===== src/rtl/latch_exerciser.sv =====
// Stimulus/check sequencer for an external gated D latch: applies 8 fixed (cp,d) steps and scores Q.
// Optional: define LATCH_EXER_QN_CHK_EN to also require the synchronized /Q to be the complement of Q.
module latch_exerciser #(
  parameter int unsigned SETTLE_CYC = 3
) (
  input  logic       clk,
  input  logic       rst_n,
  input  logic       start,
  output logic       d_out,
  output logic       cp_out,
  input  logic       q_in,
  input  logic       qn_in,
  output logic       busy,
  output logic       done,
  output logic       pass,
  output logic [3:0] fail_cnt,
  output logic [2:0] first_fail_idx,
  output logic [2:0] step_idx
);

  // state   | meaning
  // IDLE    | waiting for the first start edge after reset
  // CP_LOW  | close the latch gate before moving D
  // D_SET   | drive the step's D value with the gate closed
  // CP_SET  | drive the step's gate value
  // SETTLE  | wait SETTLE_CYC cycles for latch + synchronizer
  // CHECK   | score synchronized Q against the expected value
  // DONE    | result held; a start edge begins a new run
  typedef enum logic [2:0] {
    IDLE, CP_LOW, D_SET, CP_SET, SETTLE, CHECK, DONE
  } state_t;

  // Bit i of each table is the value for step i.
  localparam logic [7:0] STEP_CP = 8'b0100_1011;
  localparam logic [7:0] STEP_D  = 8'b1010_1101;
  localparam logic [7:0] STEP_Q  = 8'b0011_1001;
  localparam logic [3:0] SETTLE_LOAD = 4'(SETTLE_CYC - 1);

  state_t     state_q, state_d;
  logic [2:0] step_q, step_d;
  logic [3:0] settle_q, settle_d;
  logic [3:0] fail_cnt_q, fail_cnt_d;
  logic [2:0] first_fail_q, first_fail_d;
  logic       pass_q, pass_d;
  logic       done_q, done_d;
  logic       busy_q, busy_d;
  logic       d_out_q, d_out_d;
  logic       cp_out_q, cp_out_d;
  logic       start_prev_q, start_prev_d;
  logic       q_s1_q, q_s1_d;
  logic       q_s2_q, q_s2_d;
  logic       start_edge;
  logic       accept;
  logic       step_fail;

`ifdef LATCH_EXER_QN_CHK_EN
  logic qn_s1_q, qn_s1_d;
  logic qn_s2_q, qn_s2_d;

  always_comb begin
    qn_s1_d = qn_in;
    qn_s2_d = qn_s1_q;
  end

  always_ff @(posedge clk or negedge rst_n) begin
    if (!rst_n) begin
      qn_s1_q <= 1'b0;
      qn_s2_q <= 1'b0;
    end else begin
      qn_s1_q <= qn_s1_d;
      qn_s2_q <= qn_s2_d;
    end
  end

  // A step fails once even if both Q and /Q are wrong.
  assign step_fail = (q_s2_q != STEP_Q[step_q]) || (qn_s2_q == q_s2_q);
`else
  logic qn_unused;
  assign qn_unused = qn_in;
  assign step_fail = (q_s2_q != STEP_Q[step_q]);
`endif

  always_comb begin
    q_s1_d       = q_in;
    q_s2_d       = q_s1_q;
    start_prev_d = start;
  end

  assign start_edge = start & ~start_prev_q;
  assign accept     = start_edge && ((state_q == IDLE) || (state_q == DONE));

  always_comb begin
    state_d      = state_q;
    step_d       = step_q;
    settle_d     = settle_q;
    fail_cnt_d   = fail_cnt_q;
    first_fail_d = first_fail_q;

    case (state_q)
      IDLE, DONE: begin
        if (accept) begin
          state_d      = CP_LOW;
          step_d       = 3'd0;
          fail_cnt_d   = 4'd0;
          first_fail_d = 3'd0;
        end
      end
      CP_LOW: state_d = D_SET;
      D_SET:  state_d = CP_SET;
      CP_SET: begin
        state_d  = SETTLE;
        settle_d = SETTLE_LOAD;
      end
      SETTLE: begin
        if (settle_q == 4'd0) begin
          state_d = CHECK;
        end else begin
          settle_d = settle_q - 4'd1;
        end
      end
      CHECK: begin
        if (step_fail) begin
          fail_cnt_d = fail_cnt_q + 4'd1;
          if (fail_cnt_q == 4'd0) begin
            first_fail_d = step_q;
          end
        end
        if (step_q == 3'd7) begin
          state_d = DONE;
        end else begin
          step_d  = step_q + 3'd1;
          state_d = CP_LOW;
        end
      end
      default: state_d = IDLE;
    endcase
  end

  // Drive outputs change on the edge that enters a state, keyed off next state/step,
  // so D and CP always move in different cycles.
  always_comb begin
    d_out_d  = d_out_q;
    cp_out_d = cp_out_q;
    case (state_d)
      CP_LOW:  cp_out_d = 1'b0;
      D_SET:   d_out_d  = STEP_D[step_d];
      CP_SET:  cp_out_d = STEP_CP[step_d];
      default: ;
    endcase
  end

  always_comb begin
    busy_d = (state_d != IDLE) && (state_d != DONE);
    done_d = (state_q == DONE) && !accept;
    pass_d = done_d && (fail_cnt_q == 4'd0);
  end

  always_ff @(posedge clk or negedge rst_n) begin
    if (!rst_n) begin
      state_q      <= IDLE;
      step_q       <= 3'd0;
      settle_q     <= 4'd0;
      fail_cnt_q   <= 4'd0;
      first_fail_q <= 3'd0;
      pass_q       <= 1'b0;
      done_q       <= 1'b0;
      busy_q       <= 1'b0;
      d_out_q      <= 1'b0;
      cp_out_q     <= 1'b0;
      start_prev_q <= 1'b0;
      q_s1_q       <= 1'b0;
      q_s2_q       <= 1'b0;
    end else begin
      state_q      <= state_d;
      step_q       <= step_d;
      settle_q     <= settle_d;
      fail_cnt_q   <= fail_cnt_d;
      first_fail_q <= first_fail_d;
      pass_q       <= pass_d;
      done_q       <= done_d;
      busy_q       <= busy_d;
      d_out_q      <= d_out_d;
      cp_out_q     <= cp_out_d;
      start_prev_q <= start_prev_d;
      q_s1_q       <= q_s1_d;
      q_s2_q       <= q_s2_d;
    end
  end

  assign d_out          = d_out_q;
  assign cp_out         = cp_out_q;
  assign busy           = busy_q;
  assign done           = done_q;
  assign pass           = pass_q;
  assign fail_cnt       = fail_cnt_q;
  assign first_fail_idx = first_fail_q;
  assign step_idx       = step_q;

endmodule


===== config.mk =====
export PLATFORM = sky130hd
export DESIGN_NAME = latch_exerciser
export DESIGN_NICKNAME = d
export VERILOG_FILES = /design/src/rtl/latch_exerciser.sv
export SDC_FILE = /design/constraint.sdc
export NUM_CORES = 1
export LEC_CHECK = 0
export ABC_AREA = 1
export CORE_ASPECT_RATIO = 1.4
export CORE_MARGIN = 3
export CORE_UTILIZATION = 53
export CTS_CLUSTER_SIZE = 16
export DETAILED_ROUTE_END_ITERATION = 7
export GPL_TIMING_DRIVEN = 0
export PLACE_DENSITY = 0.77
export SLEW_MARGIN = 20
export SYNTH_ARGS = -nofsm -noshare
export SYNTH_HDL_FRONTEND = slang
export SYNTH_SLANG_ARGS = --single-unit

===== constraint.sdc =====
create_clock -name clk -period 2.4 [get_ports clk]
set_input_delay 0.48 -clock clk [delete_from_list [all_inputs] [get_ports clk]]
set_output_delay 0.48 -clock clk [all_outputs]
set_load 0.01 [all_outputs]

==> run metrics <==
RSZ-0062 raised after global routing=no; type of origin of the critical path=register; core area=0.00244 mm2; CTS tree=built; most common cell after layout, fill and taps aside=nand2_1; Cell Area, Synth=0.00139 mm2; fin. max-slew vios=0; CP max FO=7; share of power burned in registers=0.364; Netlist cell types=30; Ant. Diodes=0; Resized Gates After CTS=0; number of flops mapped to enable cells by yosys=0; DR WL/cell=11.7 um; asr flop ratio synth=1.00; post-route minimum period=1870 ps; share of power burned in the clock network=0.112; CP Capture Type=primary output; Syn Area/Cell=around 8.5 um2; Worst Path Arrival=1390 ps; Slowest-stage cell, CP=clkdlybuf4s50_1; vias post-DR=1120; critical path class=reg -> out; CTS Buf Count=3; setup tns final=0 ps; FF+latch count, synth=25; Synth Instances=~160; max_slew headroom=0.635; # placed instances=roughly 220; Final ANT Viol Nets=0; drt total wl=roughly 2.6 mm; grt ovf=0; PwrDens=1020 mW/mm2; final hold viol count=0; # IOs=20; clock root buffer=clkbuf_4; 1st-iter DRT viols=30; detailed placer's ending HPWL=2.02 mm; ys flop type=dfrtp_1; Tcrit/Tclk final=0.777; switching share of power=0.431; Syn. warnings=0; die width=49.3 um; H-tree depth=1; post-layout net count=a little under 200; PortBufs=18; worst slew pin tran=547 ps; largest net degree at the start of global routing=26; number of global-route vias before repair=1104; status=completed; Mapped Nets=173; Total GRT Usage=0.191; Rows=21; gpl congestion=0.853; Hold Path Class=in -> async; crit-path leading delay family=buffers and inverters; fin util=0.669; sequential cell area fraction in the yosys report=0.450; first drt pass iteration count=4; share of layout cells above drive strength 1=0.168; Static Leakage=about 0.78 nW; # DRC=0; clk sinks=25; clock skew=approximately 1.5 ps; switching power total=0.721 mW; fmax=536 MHz; clk buf depth=2; Via density=5.11; antenna violations before repair=0; first-pass GRT wire length=4.79 mm; die area=around 0.0033 mm2; Critical path buffers and inverters=1; Comb pwr share=0.525; Area Growth Syn to Fin=17.5%; Clk pin slew, worst setup/hold paths=130 ps; Die H=about 67 um; Initial Util=0.569; highest-count cells in the layout ignoring fill and taps=nand2_1, dfrtp_1, inv_1; Crit path required time=~1900 ps; Hold Slack=128 ps; max_cap viols=0; Crit path largest cell delay=around 590 ps; filler-free cell count of the finished design=about 220; post-CTS setup buffer count=0; setup violators final=0; Hold Buf Count CTS=0; Internal=about 0.95 mW; Worst-Skew Late Latency=310 ps; worst-path cell chain=clkdlybuf4s50_1; Peak VDD IR=770 uV
final cells by class:
type	count	area, um2
sequential	25	626
timing repair buffer	18	175
buffer	2	18.8
inverter	26	100
clock buffer	4	26.3
fill	223	808
tap	34	42.5
multi-input combinational	110	647
per-layer routing:
layer	wire, um	GRT usage	up-vias
met4	55	0.0925	0
met3	75	0.0313	8
li1	-	-	566
met2	1360	0.349	20
met1	1070	0.213	526
met5	0	0	-
worst reg2reg max path: stages (launching register included):
cell and delay, ps:
dfrtp_1 480, ha_1 330, or2_1 240, nand2_1 60
nand2_1 60, nand2_1 110, nor2_4 60, nor2_8 120
o21ai_2 110, nand2_2 70, o21ai_2 40
path summary, 6_finish.rpt:
kind                                  start                end  slack (ps)  cells after the start
worst max-delay path            step_idx[0]        step_idx[0]         530                      1
worst min-delay path                  rst_n        fail_cnt[0]         130                      1
worst max register to register  step_idx[0]  first_fail_idx[1]         630                     10
worst min register to register       q_s1_q             q_s2_q         360                      0
max in group asynchronous             rst_n        step_idx[1]        1910                      1
min in group clk                     q_s1_q             q_s2_q         360                      0
logic make-up after synthesis:
logic type	Yosys count	synth area share
xor+xnor	1	0.00630
compound gates	15	0.0674
fa+ha+maj	5	0.0450
simple gates	89	0.346
buf+inv	28	0.0854
flops	25	0.450
cells in the mapped netlist (2+ instances only):
cell type / instances / share of area
nor3_1: 3 / 0.011
ha_1: 5 / 0.045
nor2_2: 3 / 0.013
o21ai_0: 6 / 0.022
o21ai_2: 4 / 0.025
nand4_1: 3 / 0.013
nor2_1: 11 / 0.030
a21oi_1: 2 / 0.0072
nor2_4: 2 / 0.016
nand2_2: 5 / 0.022
nand2_1: 35 / 0.094
nand3_1: 15 / 0.054
nand3_2: 5 / 0.036
dfrtp_1: 25 / 0.45
inv_1: 24 / 0.065
power by group through the flow:
stage	clock network, mW	logic (mW)	registers (mW)
final	0.187	0.878	0.609
after floorplan	0	0.614	0.632
after CTS	0.197	0.888	0.609
after detailed placement	0	0.886	0.618
after global placement	0	0.854	0.613
after global routing	0.219	1.00	0.627
flip-flops by register name, indices dropped and copies added, names as in the netlist:
name and cells:
state_q 3, d_out 1, pass 1, busy 1
step_idx 3, done 1, cp_out 1, start_prev_q 1
q_s2_q 1, settle_q 4, fail_cnt 4, first_fail_idx 3
q_s1_q 1
metrics by stage:
step	area, um2	power [mW]	setup slack (ps)
finish	1640	1.67	534
global route	1640	1.85	446
CTS	1640	1.69	523
detailed placement	1610	1.50	408
global placement	1610	1.47	426
floorplan	1390	1.25	733
Power figures use the tool's default switching activity.
